<file path="src/rtl/resource_requester_pkg.sv">
// Shared state encoding and default widths for the resource requester.
package resource_requester_pkg;

  localparam int ADDRESS_WIDTH_DEF  = 8;
  localparam int ID_WIDTH_DEF       = 4;
  localparam int DATA_WIDTH_DEF     = 16;
  localparam int TIMEOUT_CYCLES_DEF = 64;
  localparam int LAT_WIDTH_DEF      = 8;

  typedef enum logic [1:0] {
    IDLE  = 2'd0,
    ISSUE = 2'd1,
    WAIT  = 2'd2,
    RESP  = 2'd3
  } state_t;

endpackage

</file>
<file path="src/rtl/resource_requester.sv">
// Issues one tagged request at a time to a shared resource and returns its response upstream.
// Optional response timeout is enabled with the REQUESTER_TIMEOUT_EN macro.
module resource_requester
  import resource_requester_pkg::*;
#(
  parameter int ADDRESS_WIDTH  = ADDRESS_WIDTH_DEF,
  parameter int ID_WIDTH       = ID_WIDTH_DEF,
  parameter int DATA_WIDTH     = DATA_WIDTH_DEF,
  parameter int TIMEOUT_CYCLES = TIMEOUT_CYCLES_DEF,
  parameter int LAT_WIDTH      = LAT_WIDTH_DEF
) (
  input  logic                     clk,
  input  logic                     reset_n,
  input  logic                     req_valid,
  input  logic [ADDRESS_WIDTH-1:0] req_address,
  output logic                     req_ready,
  output logic [ADDRESS_WIDTH-1:0] res_address,
  output logic [ID_WIDTH-1:0]      res_id,
  output logic                     res_valid,
  input  logic                     res_ready,
  input  logic [DATA_WIDTH-1:0]    res_data,
  input  logic [ID_WIDTH-1:0]      res_rid,
  input  logic                     res_rvalid,
  output logic                     rsp_valid,
  output logic [DATA_WIDTH-1:0]    rsp_data,
  output logic [ID_WIDTH-1:0]      rsp_id,
  output logic                     rsp_error,
  input  logic                     rsp_ready,
  output logic [LAT_WIDTH-1:0]     last_latency,
  output logic                     id_mismatch
);

  state_t state, state_nx;
  logic [ID_WIDTH-1:0]  tag_cnt;
  logic [LAT_WIDTH-1:0] lat_cnt, lat_inc;
  logic                 rsp_hit, tag_bad, timeout;

  if (TIMEOUT_CYCLES < 1) begin : g_bad_timeout
    $error("TIMEOUT_CYCLES must be at least 1");
  end

  assign rsp_hit = (state == WAIT) && res_rvalid && (res_rid == res_id);
  assign tag_bad = (state == WAIT) && res_rvalid && (res_rid != res_id);
  assign lat_inc = (lat_cnt == '1) ? lat_cnt : lat_cnt + 1'b1;

`ifdef REQUESTER_TIMEOUT_EN
  localparam int TW = $clog2(TIMEOUT_CYCLES + 1);
  logic [TW-1:0] wait_cnt;
  logic          err_q;

  // A late hit wins over a timeout landing on the same edge.
  assign timeout   = (state == WAIT) && !rsp_hit && (wait_cnt == TW'(TIMEOUT_CYCLES - 1));
  assign rsp_error = err_q;

  always_ff @(posedge clk or negedge reset_n) begin
    if (!reset_n) begin
      wait_cnt <= '0;
      err_q    <= 1'b0;
    end else begin
      if (res_valid)           wait_cnt <= '0;
      else if (state == WAIT)  wait_cnt <= wait_cnt + 1'b1;
      if (rsp_hit)             err_q <= 1'b0;
      else if (timeout)        err_q <= 1'b1;
    end
  end
`else
  assign timeout   = 1'b0;
  assign rsp_error = 1'b0;
`endif

  always_comb begin
    state_nx  = state;
    req_ready = 1'b0;
    res_valid = 1'b0;
    rsp_valid = 1'b0;
    case (state)
      IDLE: begin
        req_ready = 1'b1;
        if (req_valid) state_nx = ISSUE;
      end
      ISSUE: begin
        res_valid = res_ready;
        if (res_ready) state_nx = WAIT;
      end
      WAIT: begin
        if (rsp_hit || timeout) state_nx = RESP;
      end
      RESP: begin
        rsp_valid = 1'b1;
        if (rsp_ready) state_nx = IDLE;
      end
      default: state_nx = IDLE;
    endcase
  end

  always_ff @(posedge clk or negedge reset_n) begin
    if (!reset_n) begin
      state        <= IDLE;
      tag_cnt      <= '0;
      res_address  <= '0;
      res_id       <= '0;
      lat_cnt      <= '0;
      rsp_data     <= '0;
      rsp_id       <= '0;
      last_latency <= '0;
      id_mismatch  <= 1'b0;
    end else begin
      state <= state_nx;
      // The tag is sampled on acceptance so res_id stays put while tag_cnt advances at issue.
      if (state == IDLE && req_valid) begin
        res_address <= req_address;
        res_id      <= tag_cnt;
      end
      if (res_valid) begin
        tag_cnt <= tag_cnt + 1'b1;
        lat_cnt <= '0;
      end else if (state == WAIT) begin
        lat_cnt <= lat_inc;
      end
      if (rsp_hit || timeout) begin
        rsp_data     <= rsp_hit ? res_data : '0;
        rsp_id       <= res_id;
        last_latency <= lat_inc;
      end
      if (tag_bad) id_mismatch <= 1'b1;
    end
  end

endmodule

</file>
<file path="config.mk">
export PLATFORM = sky130hd
export DESIGN_NAME = resource_requester
export DESIGN_NICKNAME = d
export VERILOG_FILES = /design/src/rtl/resource_requester_pkg.sv /design/src/rtl/resource_requester.sv
export SDC_FILE = /design/constraint.sdc
export NUM_CORES = 1
export LEC_CHECK = 0
export ABC_AREA = 0
export CORE_AREA = 2 2 90 92
export DETAILED_ROUTE_END_ITERATION = 16
export DIE_AREA = 0 0 92 94
export HOLD_SLACK_MARGIN = 0.02
export PLACE_DENSITY = 0.61
export SETUP_SLACK_MARGIN = 0.15
export SLEW_MARGIN = 15
export SYNTH_ARGS = -nofsm -noshare
export SYNTH_HDL_FRONTEND = slang
export SYNTH_SLANG_ARGS = --single-unit
</file>
<file path="constraint.sdc">
create_clock -name clk -period 2.68 [get_ports clk]
set_clock_uncertainty 0.2 [all_clocks]
set_input_delay 0.536 -clock clk [delete_from_list [all_inputs] [get_ports clk]]
set_output_delay 0.536 -clock clk [all_outputs]
set_load 0.01 [all_outputs]
</file>
==> out/metrics.yaml <==
num_io_pins: 79
yosys_most_used_dff: "dfrtp_1"
whs_ns: 0.1491
initial_core_util_pct: 34.49
cts_sinks: 55
cts_max_level: 2
ir_worst_vdd_mv: 0.4279
ys_seq_area_share_pct: 52.46
synth-edff-count: 0
cp.arrival_ns: 1.72
worstPathMaxFanout: 2
fin_crit_ns: 2.460
yosys.area_share.simple_pct: 10.49
status: "finished, final reports clean"
cts_max_path_buffers: 2
crit_family: "buffers and inverters"
cts_tree: "yes"
cts_inserted_buffers: 5
worst-path-buf-inv: 3
cp.required_ns: 1.94
slowest_delay_ns: 0.54
crit_slowest_cell: "clkdlybuf4s50_1"
synth_compound_area_share_pct: 4.769
track_usage_pct: 12.70
synthTopCellsByCount: "dfrtp_1, mux2_4, mux2_2"
synth_top_family_by_area: "multiplexers"
portBuffers: 77
worstSetupStartpointType: "input pin"
fmax_ghz: 0.4064
area_growth_pct: 38.39
path_cells: "clkdlybuf4s50_1 -> nand2_1 -> inv_2 -> clkdlybuf4s50_1"
antenna_found_initial: 0
drt_iter0_drc: 82
grt_setup_unrepaired: "no"
clk_pin_slew_ns: 0.10
synthAdderAreaFrac_pct: 2.861
finalCritPeriodShare_pct: 91.81
fill_cells: 711
hold_class: "in -> async"
dp_hpwl_um: 3914
async_reset_ff_share_pct: 100.0
power_density_nw_per_um2: 1025
clk_latency_ns: 0.30
wl_per_cell_um: 14.25
drive_above_1_share_pct: 20.28
layout.nets: 320
drc: 0
cap_violations: 0
placementRows: 32
gp_congestion: 0.7679
p_clk_share_pct: 17.2
finalSetupViolCount: 0
synthTopCellsByArea: "dfrtp_1, mux2_4, mux2_2"
p_seq_share_pct: 38.2
grt_pass1_wl_um: 8631
syn_avg_cell_area_um2: 13.18
n_antenna_cell: 0
cp-end-kind: "output port"
grt_max_degree: 56
overflow: 0
fp.dieW_um: 92
synthDistinctLibCells: 40
die_y_um: 94
p_leak_nw: 1.585
ant_nets: 0
die-area_um2: 8648
viasPerCell: 4.585
pwr-share-comb_pct: 44.6
synth.most_common_cell: "dfrtp_1"
path_class: "in -> out"
yosysWarningCount: 0
grt_pass1_vias: 1656
ctsHoldBuffers: 0
vias: 1756
synth_seq_cells: 55
yosysTopAreaCellShare_pct: 52.46
synth.mux.area_fraction_pct: 21.94
final.setup.tns_ns: 0
synthCells: 199
swShare_pct: 31.25
finalHoldViolations: 0
synth_xor_area_share_pct: 4.006
p_sw_w: 0.001163
slew_headroom_pct: 53.19
wirelength_um: 5458
postSynthNetCount: 239
core_um2: 7607
cts_root_buffer: "clkbuf_8"
yosysTopAreaCell: "dfrtp_1"
dr.pass1.iters: 4
cell_internal_pwr_w: 0.002558
drv_slew: 0
crit_path_frequent_cell: "clkdlybuf4s50_1"
netlist_area_um2: 2624
tightest_slew_ns: 0.7022
-- layer usage --
| metal | routed length [um] | up-vias | global-route usage (%) | share of wire [%] |
|---|---|---|---|---|
| met5 | 0 | - | 0 | 0 |
| met4 | 57 | 0 | 3.980 | 1.0 |
| met3 | 260 | 5 | 3.210 | 4.8 |
| met2 | 2476 | 44 | 19.00 | 45 |
| met1 | 2663 | 848 | 18.12 | 49 |
| li1 | - | 859 | - | - |
-- per-stage QoR --
stage	cell area (um2)	setup WS (ns)	cells	power (W)	util, %
after floorplan	2624	0.6278	199	0.002304	-
after global placement	3498	0.1862	375	0.003085	45.99
after detailed placement	3498	0.1730	375	0.003112	45.99
after CTS	3631	0.1908	383	0.003768	47.73
after global routing	3631	0.1634	383	0.003963	47.73
final	3631	0.2196	383	0.003720	47.73
-- sequential cells by signal, indices dropped and copies added (netlist names) --
register and cells:
rsp_id 4, id_mismatch 1, lat_cnt 8, tag_cnt 4, last_latency 8, res_address 8
res_id 4, rsp_data 16, state 2
-- power by group through the flow --
stage	clock network, W	registers (W)	logic, W
after global routing	0.000692	0.00148	0.00179
after CTS	0.000660	0.00142	0.00168
after floorplan	0	0.00151	0.000795
final	0.000641	0.00142	0.00166
after detailed placement	0	0.00144	0.00168
after global placement	0	0.00143	0.00166
-- cells in the final DEF (no fill, tap or decap), types with 4 or more instances in the layout --
master	instances
clkdlybuf4s50_1	76
dfrtp_1	55
mux2_4	20
mux2_2	19
nand2_1	10
xnor2_1	9
nor2_1	9
nand3_1	6
a21oi_1	6
ha_1	6
and4_1	5
mux2i_1	5
clkbuf_8	5
o21ai_0	4
buf_4	4
-- cell type report --
cell class / count / area (um2) / area share, %
clock buffers: 6 / 72.57 / 1.999
clock inverters: 2 / 60.06 / 1.654
inverters: 5 / 18.77 / 0.5169
multi-input cells: 131 / 1160 / 31.94
flip-flops and latches: 55 / 1376 / 37.90
well taps: 102 / 127.6 / 3.515
repair buffers: 82 / 815.8 / 22.47
-- kinds of logic (layout without fill, tap and decap cells) --
kind of cell,after synthesis,count (layout)
muxes,45,45
AOI/OAI and AO/OA,20,20
and+or+nand+nor,47,47
DFF,55,55
buffers and inverters,13,95
adders and majority gates,6,6
xor gates and xnor gates,12,12
other,1,1
-- timing repair --
item	4_1_cts	5_1_grt
resized for setup	0	1
buffers inserted	0	0
endpoints found under the setup margin	0	1
-- final timing paths --
check / startpoint / endpoint / slack [ns] / cells past startpoint
min in group clk: tag_cnt[3]$_DFFE_PN0P_ / tag_cnt[3]$_DFFE_PN0P_ / 0.29 / 1
min: reset_n / rsp_data[3]$_DFFE_PN0P_ / 0.15 / 2
min reg2reg: tag_cnt[3]$_DFFE_PN0P_ / tag_cnt[3]$_DFFE_PN0P_ / 0.29 / 1
max in group asynchronous: reset_n / lat_cnt[6]$_DFFE_PN0P_ / 1.67 / 2
max: res_ready / res_valid / 0.22 / 4
max reg2reg: lat_cnt[0]$_DFFE_PN0P_ / last_latency[1]$_DFFE_PN0P_ / 0.34 / 5
No activity file was read; power rests on OpenSTA's default activity.
